==> config.mk <==
export PLATFORM = sky130hd
export DESIGN_NAME = systolic_deskew
export DESIGN_NICKNAME = d
export VERILOG_FILES = /design/src/rtl/deskew_pkg.sv /design/src/rtl/deskew_lane.sv /design/src/rtl/systolic_deskew.sv
export SDC_FILE = /design/constraint.sdc
export NUM_CORES = 1
export LEC_CHECK = 0
export BUFFER_PORTS_ARGS = -buffer_cell sky130_fd_sc_hd__buf_4
export CAP_MARGIN = 30
export CORE_MARGIN = 2
export CORE_UTILIZATION = 50
export DETAILED_ROUTE_END_ITERATION = 8
export PLACE_DENSITY = 0.72
export SLEW_MARGIN = 0
export SYNTH_ARGS = -nofsm -noshare
export SYNTH_HDL_FRONTEND = slang
export SYNTH_SLANG_ARGS = --single-unit
==> constraint.sdc <==
create_clock -name clk -period 7.1 [get_ports clk]
set_input_delay 0.355 -clock clk [delete_from_list [all_inputs] [get_ports clk]]
set_output_delay 0.355 -clock clk [all_outputs]
set_load 0.01 [all_outputs]
==> src/rtl/deskew_pkg.sv <==
// Shared constants and helpers for the systolic array output deskew block.
package deskew_pkg;

  localparam int unsigned DATA_SIZE = 16;
  localparam int unsigned SIZE      = 4;
  localparam int unsigned ROWS      = 4;

  // Width of a counter that must hold 0..n_rows
  function automatic int unsigned row_cnt_width(input int unsigned n_rows);
    return $clog2(n_rows + 1);
  endfunction

  localparam int unsigned ROW_CNT_W = row_cnt_width(ROWS);

  // Bit offset of a lane inside the packed bus
  function automatic int unsigned lane_slice(input int unsigned index,
                                             input int unsigned width = DATA_SIZE);
    return index * width;
  endfunction

endpackage

==> src/rtl/deskew_lane.sv <==
// One lane of the deskew: a resettable {valid, data} shift register of configurable depth.
module deskew_lane #(
  parameter int unsigned depth = 0,
  parameter int unsigned width = 16
) (
  input  logic             clk,
  input  logic             reset,
  input  logic [width-1:0] data_in,
  input  logic             valid_in,
  output logic [width-1:0] data_out,
  output logic             valid_out
);

  if (depth == 0) begin : g_pass
    logic unused_clk_rst;
    assign unused_clk_rst = clk ^ reset;
    assign data_out  = data_in;
    assign valid_out = valid_in;
  end else begin : g_shift
    // Valid rides in the MSB so data and valid always move together
    logic [width:0] pipe [depth];

    always_ff @(posedge clk or posedge reset) begin
      if (reset) begin
        for (int k = 0; k < int'(depth); k++) pipe[k] <= '0;
      end else begin
        pipe[0] <= {valid_in, data_in};
        for (int k = 1; k < int'(depth); k++) pipe[k] <= pipe[k-1];
      end
    end

    assign valid_out = pipe[depth-1][width];
    assign data_out  = pipe[depth-1][width-1:0];
  end

endmodule

==> src/rtl/systolic_deskew.sv <==
// Realigns the staggered lanes leaving the systolic array into one valid row,
// counts rows per frame and flags rows whose lanes do not line up.
module systolic_deskew
  import deskew_pkg::*;
#(
  parameter int unsigned data_size = DATA_SIZE,
  parameter int unsigned size      = SIZE,
  parameter int unsigned rows      = ROWS
) (
  input  logic                              clk,
  input  logic                              reset,
  input  logic [data_size*size-1:0]         bus_in,
  input  logic [size-1:0]                   valid_in,
  output logic [data_size*size-1:0]         bus_out,
  output logic                              valid_out,
  output logic [row_cnt_width(rows)-1:0]    row_count,
  output logic                              frame_done,
  output logic                              skew_error
);

  localparam int unsigned CW = row_cnt_width(rows);
  localparam int unsigned BW = data_size * size;

  logic [size-1:0] av;
  logic [BW-1:0]   aligned;

  // Lane i is delayed size-1-i cycles so every lane reaches the output register together
  for (genvar i = 0; i < int'(size); i++) begin : g_lane
    localparam int unsigned OFS = lane_slice(i, data_size);
    deskew_lane #(
      .depth (size - 1 - i),
      .width (data_size)
    ) u_lane (
      .clk       (clk),
      .reset     (reset),
      .data_in   (bus_in[OFS +: data_size]),
      .valid_in  (valid_in[i]),
      .data_out  (aligned[OFS +: data_size]),
      .valid_out (av[i])
    );
  end

  // Output register: only fully valid rows are accepted, partial rows are dropped and flagged
  always_ff @(posedge clk or posedge reset) begin
    if (reset) begin
      bus_out    <= '0;
      valid_out  <= 1'b0;
      row_count  <= '0;
      frame_done <= 1'b0;
      skew_error <= 1'b0;
    end else begin
      valid_out  <= 1'b0;
      frame_done <= 1'b0;
      if (&av) begin
        bus_out   <= aligned;
        valid_out <= 1'b1;
        if (row_count == CW'(rows - 1)) begin
          row_count  <= '0;
          frame_done <= 1'b1;
        end else begin
          row_count <= row_count + CW'(1);
        end
      end else if (|av) begin
        skew_error <= 1'b1;
      end
    end
  end

endmodule
==> summary.md, run 1 <==
| Metric | Value |
|---|---|
| GP Congestion | `between 0.7 and 0.8` |
| Vias in the first global route | `3570` |
| Die area | `11300 um^2` |
| Clock power share | `39.5%` |
| # rows | `37` |
| Final Cell Area | `roughly 7600 um^2` |
| Cts hold-fix bufs | `52` |
| Drt pass-1 iters | `4` |
| Fin. Hold Viols | `0` |
| Synth Instances | `between 300 and 400` |
| Iter 0 DRT Violations | `139` |
| Slowest CP cell | `inv_2` |
| Internal Pwr Total | `1.84 mW` |
| Post-Syn Area per Cell | `~13 um^2` |
| Relative slew slack | `52.8%` |
| Num CTS Buffers | `17` |
| Final min period | `about 2.2 ns` |
| Clk_lat worst skew | `about 0.5 ns` |
| Cell area after synthesis | `5210 um^2` |
| CP Data Required Time | `~7.6 ns` |
| Fin worst setup slack | `4.92 ns` |
| Power Density | `316 nW/um^2` |
| Largest net degree at the start of global routing | `86` |
| Clock sink count | `about 170` |
| Combinational group share of total power | `12.9%` |
| Status | `complete, no violations` |
| Number of remaining DRC errors | `0` |
| Worst Skew | `roughly 0.0056 ns` |
| F_max | `458 MHz` |
| Maxcap violations | `0` |
| Psw | `553 uW` |
| CTS tree | `built` |
| Yosys warning count | `0` |
| DP Worst Slack | `4.85 ns` |
| CP cell instances | `nand4_4 -> buf_12 -> inv_2 -> buf_12 -> nand2_1 -> nand2_1` |
| Mapped Nets | `464` |
| Post-synthesis cell type count | `17` |
| Synthesis-to-finish area growth | `44.9%` |
| Setup Total Neg Slack | `0 ns` |
| Number of top-level pins | `140` |
| Critical-path maximum fanout | `39` |
| Hold Slack | `0.0343 ns` |
| Die width | `106 um` |
| Flop pwr share | `47.5%` |
| Hold WC Path Type | `input port to flip-flop` |
| Clock buffer depth | `2` |
| Final setup violation count | `0` |
| Leading cell types in the layout, fill and taps excluded | `nand2_1, dfrtp_1, buf_4, dlygate4sd3_1, clkbuf_16` |
| Nature of the critical path endpoint | `flip-flop` |
| Post-cts sizing count | `0` |
| Initial Util | `around half` |
| CP top delay family | `buffers and inverters` |
| Vias per inst | `4.53` |
| Sequential fraction of the synthesis area | `82.6%` |
| Commonest non-fill, non-tap cell in the layout | `nand2_1` |
| Initial antenna violation count | `0` |
| P_leak | `between 3 and 4 nW` |
| Vias post-DR | `3359` |
| Die Height | `106 um` |
| Proportion of layout cells with a drive suffix above 1 | `28.9%` |
| Switching part of the total | `23.1%` |
| Max Slew Vio Count | `0` |
| Critical path buffer and inverter count | `3` |
| Crit path DAT | `2.63 ns` |
| Number of synthesized register bits | `172` |
| Worst-margin pin slew | `just over 0.7 ns` |
| Root Driver | `clkbuf_8` |
| Dpl cell area | `6420 um^2` |
| Drt total wl | `10.3 mm` |
| CP Class | `flip-flop to flip-flop` |
| Antenna viol nets, final | `0` |
| GRT Overall Usage | `19.9%` |
| Critical Path Source Type | `flip-flop` |
| CP max stage delay | `0.49 ns` |
| Nets | `~660` |
| H-Tree Depth | `4` |
| Wirelength per Cell | `13.9 um` |
| Clk slew on worst S/H paths | `around 0.060 ns` |
| Final period utilization | `30.8%` |
| Max VDD drop | `226 uV` |
| Final HPWL DP | `6.22 mm` |
| Grt total ovfl | `0` |
| IO buf count | `139` |
| Core area | `10200 um^2` |
| First-pass GRT wire length | `16.9 mm` |
| ANT cells | `0` |
| RSZ-0062 raised after global routing | `no` |
| Post CTS Setup Buffer Count | `0` |
through the flow:
| stage | cells | total power [mW] | utilization, % |
|---|---|---|---|
| after floorplan | 393 | 1.26 | - |
| after global placement | 655 | 1.42 | 62.1 |
| after detailed placement | 658 | 1.44 | 62.7 |
| after CTS | 742 | 2.41 | 73.8 |
| after global routing | 742 | 2.50 | 73.8 |
| final | 742 | 2.39 | 73.8 |
area by class of cell:
cell class / instances / area [um^2]
sequential: 172 / 4300
fill: 692 / 2680
timing repair buffer: 195 / 1640
multi-input combinational: 204 / 808
clock buffer: 22 / 453
tap: 136 / 170
clock inverter: 10 / 163
inverter: 3 / 16.3
synth_stat cells, drive strengths merged:
master / instances / area (um^2)
nor4: 1 / 6.26
ha: 1 / 12.5
nand2: 194 / 728
dfrtp: 172 / 4300
nand3: 2 / 10.0
o21ai: 1 / 5.00
nand4: 1 / 12.5
nor2: 1 / 3.75
inv: 3 / 11.3
a21boi: 1 / 7.51
clkbuf: 2 / 7.51
buf: 12 / 90.1
o21bai: 1 / 7.51
nand2b: 1 / 6.26
registers in the layout, indices dropped and copies added, names as in the netlist:
signal	count
g_lane.u_lane.data_out	32
frame_done	1
g_lane.u_lane.g_shift.pipe	68
skew_error	1
valid_out	1
g_lane.u_lane.valid_out	2
row_count	3
bus_out	64
metal layers:
| layer | global-route usage (%) | share of wire [%] | vias to the layer above |
|---|---|---|---|
| met1 | 23.6 | 40 | 1650 |
| li1 | - | - | 1596 |
| met4 | 7.71 | 1.6 | 0 |
| met5 | 0 | 0 | - |
| met3 | 6.01 | 5.1 | 16 |
| met2 | 34.3 | 54 | 97 |
power groups by stage:
stage	clock (mW)	sequential, mW	combinational [mW]
5_1_grt	1.01	1.15	0.341
3_5_place_dp	0	1.15	0.287
4_1_cts	0.958	1.14	0.312
3_3_place_gp	0	1.15	0.275
2_1_floorplan	0	1.18	0.0795
6_report	0.945	1.14	0.309
worst register-to-register path, cell delays in order (launching register included):
cell	delay [ns]
dfrtp_1	0.39
nand4_4	0.41
buf_12	0.35
inv_2	0.50
buf_12	0.28
nand2_1	0.11
nand2_1	0.07
path summary, 6_finish.rpt:
check,end,cells after the start,from,slack (ns)
setup / recovery,bus_out[34],6,g_lane[0].u_lane.valid_out,4.92
hold / removal,bus_out[48],3,bus_in[48],0.03
max in group asynchronous,g_lane[0].u_lane.g_shift.pipe[48],5,reset,5.48
hold reg to reg,g_lane[0].u_lane.g_shift.pipe[30],0,g_lane[0].u_lane.g_shift.pipe[47],0.34
min in group asynchronous,g_lane[0].u_lane.g_shift.pipe[39],3,reset,0.52
setup reg to reg,bus_out[34],6,g_lane[0].u_lane.valid_out,4.92
cell families after synthesis:
logic type,share of synthesized area [%]
compound gates,0.384
flops,82.6
fa+ha+maj,0.240
buf+inv,2.09
simple gates,14.7
Power figures use the tool's default switching activity.
==> inputs of run 2 (changes only) <==
clock period = 2.07 ns   (was 7.1 ns; I/O delays follow)
==> summary.md, run 2 (synthesized netlist as in run 1, its figures left out) <==
| Metric | Value |
|---|---|
| Die area | `11300 um^2 (unchanged)` |
| Core area | `10200 um^2 (unchanged)` |
| CTS tree | `built (unchanged)` |
| Proportion of layout cells with a drive suffix above 1 | `28.5% (was 28.9%)` |
| Final HPWL DP | `5.94 mm (was 6.22 mm)` |
| Post-cts sizing count | `0 (unchanged)` |
| Status | `complete, no violations (unchanged)` |
| Clk slew on worst S/H paths | `0.06 ns (about the same)` |
| Drt pass-1 iters | `4 (unchanged)` |
| Number of top-level pins | `140 (unchanged)` |
| Commonest non-fill, non-tap cell in the layout | `nand2_1 (unchanged)` |
| Final period utilization | `63.3% (was 30.8%)` |
| Hold WC Path Type | `input port to flip-flop (unchanged)` |
| H-Tree Depth | `4 (unchanged)` |
| Drt total wl | `10.6 mm (was 10.3 mm)` |
| Cts hold-fix bufs | `69 (was 52)` |
| Grt total ovfl | `0 (unchanged)` |
| Clock buffer depth | `2 (unchanged)` |
| Antenna viol nets, final | `0 (unchanged)` |
| CP Class | `flip-flop to flip-flop (unchanged)` |
| Max Slew Vio Count | `0 (unchanged)` |
| Wirelength per Cell | `13.9 um (about the same)` |
| Die width | `106 um (unchanged)` |
| # rows | `37 (unchanged)` |
| Synthesis-to-finish area growth | `46.9% (was 44.9%)` |
| ANT cells | `0 (unchanged)` |
| Leading cell types in the layout, fill and taps excluded | `nand2_1, dfrtp_1, buf_4, dlygate4sd3_1, clkbuf_16 (unchanged)` |
| Initial antenna violation count | `0 (unchanged)` |
| Max VDD drop | `673 uV (was 226 uV)` |
| Final min period | `1.31 ns (was 2.18 ns)` |
| Worst-margin pin slew | `0.482 ns (was 0.707 ns)` |
| GRT Overall Usage | `20.4% (was 19.9%)` |
| DP Worst Slack | `0.799 ns (was 4.85 ns)` |
| Number of flip-flops in the largest register | `68 (unchanged)` |
| CP cell instances | `nand4_4 -> inv_2 -> buf_12 -> nand3_1 -> o21ai_0 (was nand4_4 -> buf_12 -> inv_2 -> buf_12 -> nand2_1 -> nand2_1)` |
| F_max | `763 MHz (was 458 MHz)` |
| Nets | `682 (was 664)` |
| Vias in the first global route | `3599 (was 3570)` |
| Clock sink count | `172 (unchanged)` |
| Top reg by flops | `g_lane.u_lane.g_shift.pipe (unchanged)` |
| Nature of the critical path endpoint | `flip-flop (unchanged)` |
| Die Height | `106 um (unchanged)` |
| Number of remaining DRC errors | `0 (unchanged)` |
| IO buf count | `139 (unchanged)` |
| Fill cell instance count of the final layout | `626 (was 692)` |
| CP top delay family | `buffers and inverters (unchanged)` |
| Fin. Hold Viols | `0 (unchanged)` |
| Critical-path maximum fanout | `60 (was 39)` |
| CP Data Required Time | `2.50 ns (was 7.55 ns)` |
| Critical Path Source Type | `flip-flop (unchanged)` |
| First-pass GRT wire length | `17.1 mm (was 16.9 mm)` |
| Largest net degree at the start of global routing | `93 (was 86)` |
| Iter 0 DRT Violations | `178 (was 139)` |
| CP max stage delay | `0.39 ns (was 0.49 ns)` |
| Worst Skew | `0.00543 ns (was 0.00559 ns)` |
| Slowest CP cell | `dfrtp_1 (was inv_2)` |
| Clk_lat worst skew | `0.52 ns (was 0.51 ns)` |
| Vias per inst | `4.58 (was 4.53)` |
| Post CTS Setup Buffer Count | `0 (unchanged)` |
| Root Driver | `clkbuf_8 (unchanged)` |
| Critical path buffer and inverter count | `2 (was 3)` |
| Final setup violation count | `0 (unchanged)` |
| Hold Slack | `0.227 ns (was 0.0343 ns)` |
| P_leak | `3.93 nW (was 3.89 nW)` |
| Vias post-DR | `3479 (was 3359)` |
| RSZ-0062 raised after global routing | `no (unchanged)` |
| Power Density | `1030 nW/um^2 (was 316 nW/um^2)` |
| Num CTS Buffers | `17 (unchanged)` |
| Relative slew slack | `67.9% (was 52.8%)` |
| Fin worst setup slack | `0.760 ns (was 4.92 ns)` |
| Initial Util | `50.9% (unchanged)` |
| GP Congestion | `0.771 (was 0.717)` |
| Crit path DAT | `1.74 ns (was 2.63 ns)` |
| Setup Total Neg Slack | `0 ns (unchanged)` |
| Util after Layout | `74.8% (was 73.8%)` |
| Maxcap violations | `0 (unchanged)` |
==> run 2: changes by cell type in the layout (fill, tap and decap cells not counted), moves of 2 or more <==
cell / previous run / this run
dlygate4sd3_1: 52 / 69
bufinv_16: 4 / 1
clkbuf_1: 3 / 1
clkinv_2: 2 / 4
clkinv_4: 1 / 3
==> run 2: power breakdown <==
part / leakage [nW] / switching, mW / internal (mW)
Clock: 0.269 / 1.27 / 1.63
Combinational: 1.59 / 0.504 / 0.581
Sequential: 2.07 / 0.185 / 3.71
Total: 3.93 / 1.96 / 5.93
==> run 2: area by class of cell <==
cell class	instances	area [um^2]	area share, %
well taps	136	170	2.22
repair buffers	213	1810	23.6
flip-flops and latches	172	4300	56.2
inverters	3	15.0	0.196
clock inverters	13	118	1.54
multi-input cells	204	808	10.6
clock buffers	19	432	5.64
==> run 2: metrics by stage <==
stage          power, mW  instance area [um^2]  cells
2_1_floorplan       4.32                  5220    393
3_3_place_gp        4.89                  6420    659
3_5_place_dp        4.94                  6420    659
4_1_cts             7.96                  7660    760
5_1_grt             8.26                  7660    760
6_report            7.89                  7660    760
==> run 2: per-layer routing <==
metal / part of all wire [%] / global-route usage (%) / vias to the layer above
met5: 0 / 0 / -
met4: 2.4 / 9.30 / 0
met3: 5.2 / 5.76 / 25
met2: 52 / 35.2 / 116
met1: 40 / 23.6 / 1706
li1: - / - / 1632
==> run 2: path summary, 6_finish.rpt <==
kind	start	to	slack [ns]	depth (start not counted)
max	g_lane[0].u_lane.valid_out	row_count[0]	0.76	5
min	bus_in[39]	g_lane[2].u_lane.g_shift.pipe[7]	0.23	2
max reg2reg	g_lane[0].u_lane.valid_out	row_count[0]	0.76	5
min reg2reg	g_lane[1].u_lane.g_shift.pipe[17]	g_lane[1].u_lane.data_out[0]	0.34	0
max in group asynchronous	reset	g_lane[1].u_lane.data_out[6]	1.38	4
min in group asynchronous	reset	g_lane[0].u_lane.g_shift.pipe[39]	0.29	4
==> inputs of run 3 (changes only) <==
clock period = 1.3 ns   (was 2.07 ns; I/O delays follow)
==> summary.md, run 3 (synthesized netlist as in run 1, its figures left out) <==
| Metric | Value |
|---|---|
| Status | `complete, no violations (unchanged)` |
| CP cell instances | `buf_4 (was nand4_4 -> inv_2 -> buf_12 -> nand3_1 -> o21ai_0)` |
| CP startpoint | `row_count[1] (was g_lane[0].u_lane.valid_out)` |
| GRT Overall Usage | `20.3% (was 20.4%)` |
| Wirelength per Cell | `13.9 um (about the same)` |
| First-pass GRT wire length | `17.1 mm (about the same)` |
| Hold Slack | `0.186 ns (was 0.227 ns)` |
| Drt pass-1 iters | `4 (unchanged)` |
| Clock sink count | `172 (unchanged)` |
| Max Slew Vio Count | `0 (unchanged)` |
| Antenna viol nets, final | `0 (unchanged)` |
| Core area | `10200 um^2 (unchanged)` |
| CP max stage delay | `0.41 ns (was 0.39 ns)` |
| Die area | `11300 um^2 (unchanged)` |
| Vias in the first global route | `3599 (unchanged)` |
| Number of top-level pins | `140 (unchanged)` |
| Die Height | `106 um (unchanged)` |
| Hold WC Path Type | `input port to flip-flop (unchanged)` |
| P_leak | `3.98 nW (was 3.93 nW)` |
| Vias per inst | `4.50 (was 4.58)` |
| CP top delay family | `flip-flops (was buffers and inverters)` |
| Maxcap violations | `0 (unchanged)` |
| Worst setup endpoint | `row_count[1] (was row_count[0])` |
| Initial antenna violation count | `0 (unchanged)` |
| R2R setup slack | `0.19 ns (was 0.76 ns)` |
| Die width | `106 um (unchanged)` |
| CP Data Required Time | `1.24 ns (was 2.50 ns)` |
| Fill cell instance count of the final layout | `636 (was 626)` |
| Top reg by flops | `g_lane.u_lane.g_shift.pipe (unchanged)` |
| Final HPWL DP | `5.99 mm (was 5.94 mm)` |
| # rows | `37 (unchanged)` |
| Iter 0 DRT Violations | `202 (was 178)` |
| Register Area | `4300 um^2 (unchanged)` |
| Clock buffer depth | `2 (unchanged)` |
| Util after Layout | `75.8% (was 74.8%)` |
| Final min period | `1.15 ns` |
| Clk_lat worst skew | `0.52 ns (about the same)` |
| Dpl cell area | `6460 um^2 (was 6420 um^2)` |
| Multi-input logic area | `808 um^2 (unchanged)` |
| Nature of the critical path endpoint | `output port (was flip-flop)` |
| Worst Skew | `0.0117 ns (was 0.00543 ns)` |
| Fin. Hold Viols | `0 (unchanged)` |
| Number of flip-flops in the largest register | `68 (unchanged)` |
| CTS tree | `built (unchanged)` |
| Final period utilization | `around 88%` |
| Register-to-Register Path Depth | `5 (unchanged)` |
| Grt total ovfl | `0 (unchanged)` |
| F_max | `872 MHz` |
| Crit path DAT | `1.08 ns (was 1.74 ns)` |
| Num CTS Buffers | `17 (unchanged)` |
| Drt total wl | `10.6 mm (about the same)` |
| Reg2reg end | `row_count[0] (unchanged)` |
| ANT cells | `0 (unchanged)` |
| GP Congestion | `0.755 (was 0.771)` |
| Leading cell types in the layout, fill and taps excluded | `nand2_1, dfrtp_1, buf_4, dlygate4sd3_1, clkbuf_16 (unchanged)` |
| H-Tree Depth | `4 (unchanged)` |
| Proportion of layout cells with a drive suffix above 1 | `28.4% (was 28.5%)` |
| Initial Util | `50.9% (unchanged)` |
| Power Density | `1680 nW/um^2 (was 1030 nW/um^2)` |
| Root Driver | `clkbuf_8 (unchanged)` |
| Critical path buffer and inverter count | `1 (was 2)` |
| Slowest CP cell | `dfrtp_1 (unchanged)` |
| Relative slew slack | `67.7% (was 67.9%)` |
| Max VDD drop | `825 uV (was 673 uV)` |
| Critical Path Source Type | `flip-flop (unchanged)` |
| Reg-to-reg startpoint | `g_lane[0].u_lane.valid_out (unchanged)` |
| Critical Path Stages | `1 (was 5)` |
| Critical-path maximum fanout | `3 (was 60)` |
| RSZ-0062 raised after global routing | `no (unchanged)` |
| Number of remaining DRC errors | `0 (unchanged)` |
| Largest net degree at the start of global routing | `98 (was 93)` |
| IO buf count | `139 (unchanged)` |
| CP Class | `flip-flop to output port (was flip-flop to flip-flop)` |
| Commonest non-fill, non-tap cell in the layout | `nand2_1 (unchanged)` |
| Post-cts sizing count | `0 (unchanged)` |
| Setup Total Neg Slack | `0 ns (unchanged)` |
| Clk slew on worst S/H paths | `0.06 ns (about the same)` |
| Worst-margin pin slew | `0.485 ns (was 0.482 ns)` |
| Vias post-DR | `3431 (was 3479)` |
| Final setup violation count | `0 (unchanged)` |
| Synthesis-to-finish area growth | `48.8% (was 46.9%)` |
| Final Cell Area | `7760 um^2 (was 7660 um^2)` |
| Nets | `684 (was 682)` |
-- run 3: cell count changes in the layout (fill, tap and decap cells not counted) --
cell,change
clkbuf_8,+3
inv_6,-2
clkinv_4,-1
clkbuf_1,+2
buf_12,+2
bufinv_16,+2
clkinv_2,-4
-- run 3: cell type report --
cell class / count / share of cell area (%)
Timing Repair Buffer: 215 / 23.8
Tap cell: 136 / 2.19
Inverter: 3 / 0.194
Multi-Input combinational cell: 204 / 10.4
Sequential cell: 172 / 55.5
Clock inverter: 8 / 1.69
Clock buffer: 24 / 6.19
-- run 3: layer usage --
metal | track usage [%] | wire (um)
met1 | 25.3 | 4380
met2 | 33.7 | 5580
met3 | 5.95 | 478
met4 | 7.52 | 173
met5 | 0 | 0
-- run 3: stage by stage --
step	std cells	power, mW	setup WS [ns]
after floorplan	393	6.88	-0.962
after global placement	661	7.79	0.251
after detailed placement	661	7.86	0.179
after CTS	762	13.1	0.126
after global routing	762	13.6	0.0931
final	762	13.0	0.154
-- run 3: where the power goes --
part           switching (mW)  internal [mW]  leakage (nW)  total, mW
sequential              0.296           5.91          2.07       6.21
combinational           0.797          0.930          1.61       1.73
clock                    1.94           3.15         0.292       5.09
total                    3.03           9.99          3.98       13.0
-- run 3: what timing repair did --
item / 4_1_cts / 5_1_grt
buffers inserted: 0 / 0
setup endpoints to repair: 0 / 0
hold buffers: 69 / 0
endpoints found under the hold margin: 240 / 0
-- run 3: worst min path at each step --
stage	from	to	slack, ns	cells after the start
finish	bus_in[6]	g_lane[0].u_lane.g_shift.pipe[40]	0.19	2
global route	bus_in[42]	g_lane[2].u_lane.g_shift.pipe[10]	0.17	2
CTS	bus_in[45]	g_lane[2].u_lane.g_shift.pipe[13]	0.16	2
detailed placement	bus_in[32]	g_lane[2].u_lane.g_shift.pipe[0]	0.18	1
global placement	bus_in[5]	g_lane[0].u_lane.g_shift.pipe[39]	0.17	1
floorplan	bus_in[0]	g_lane[0].u_lane.g_shift.pipe[34]	0.1	0
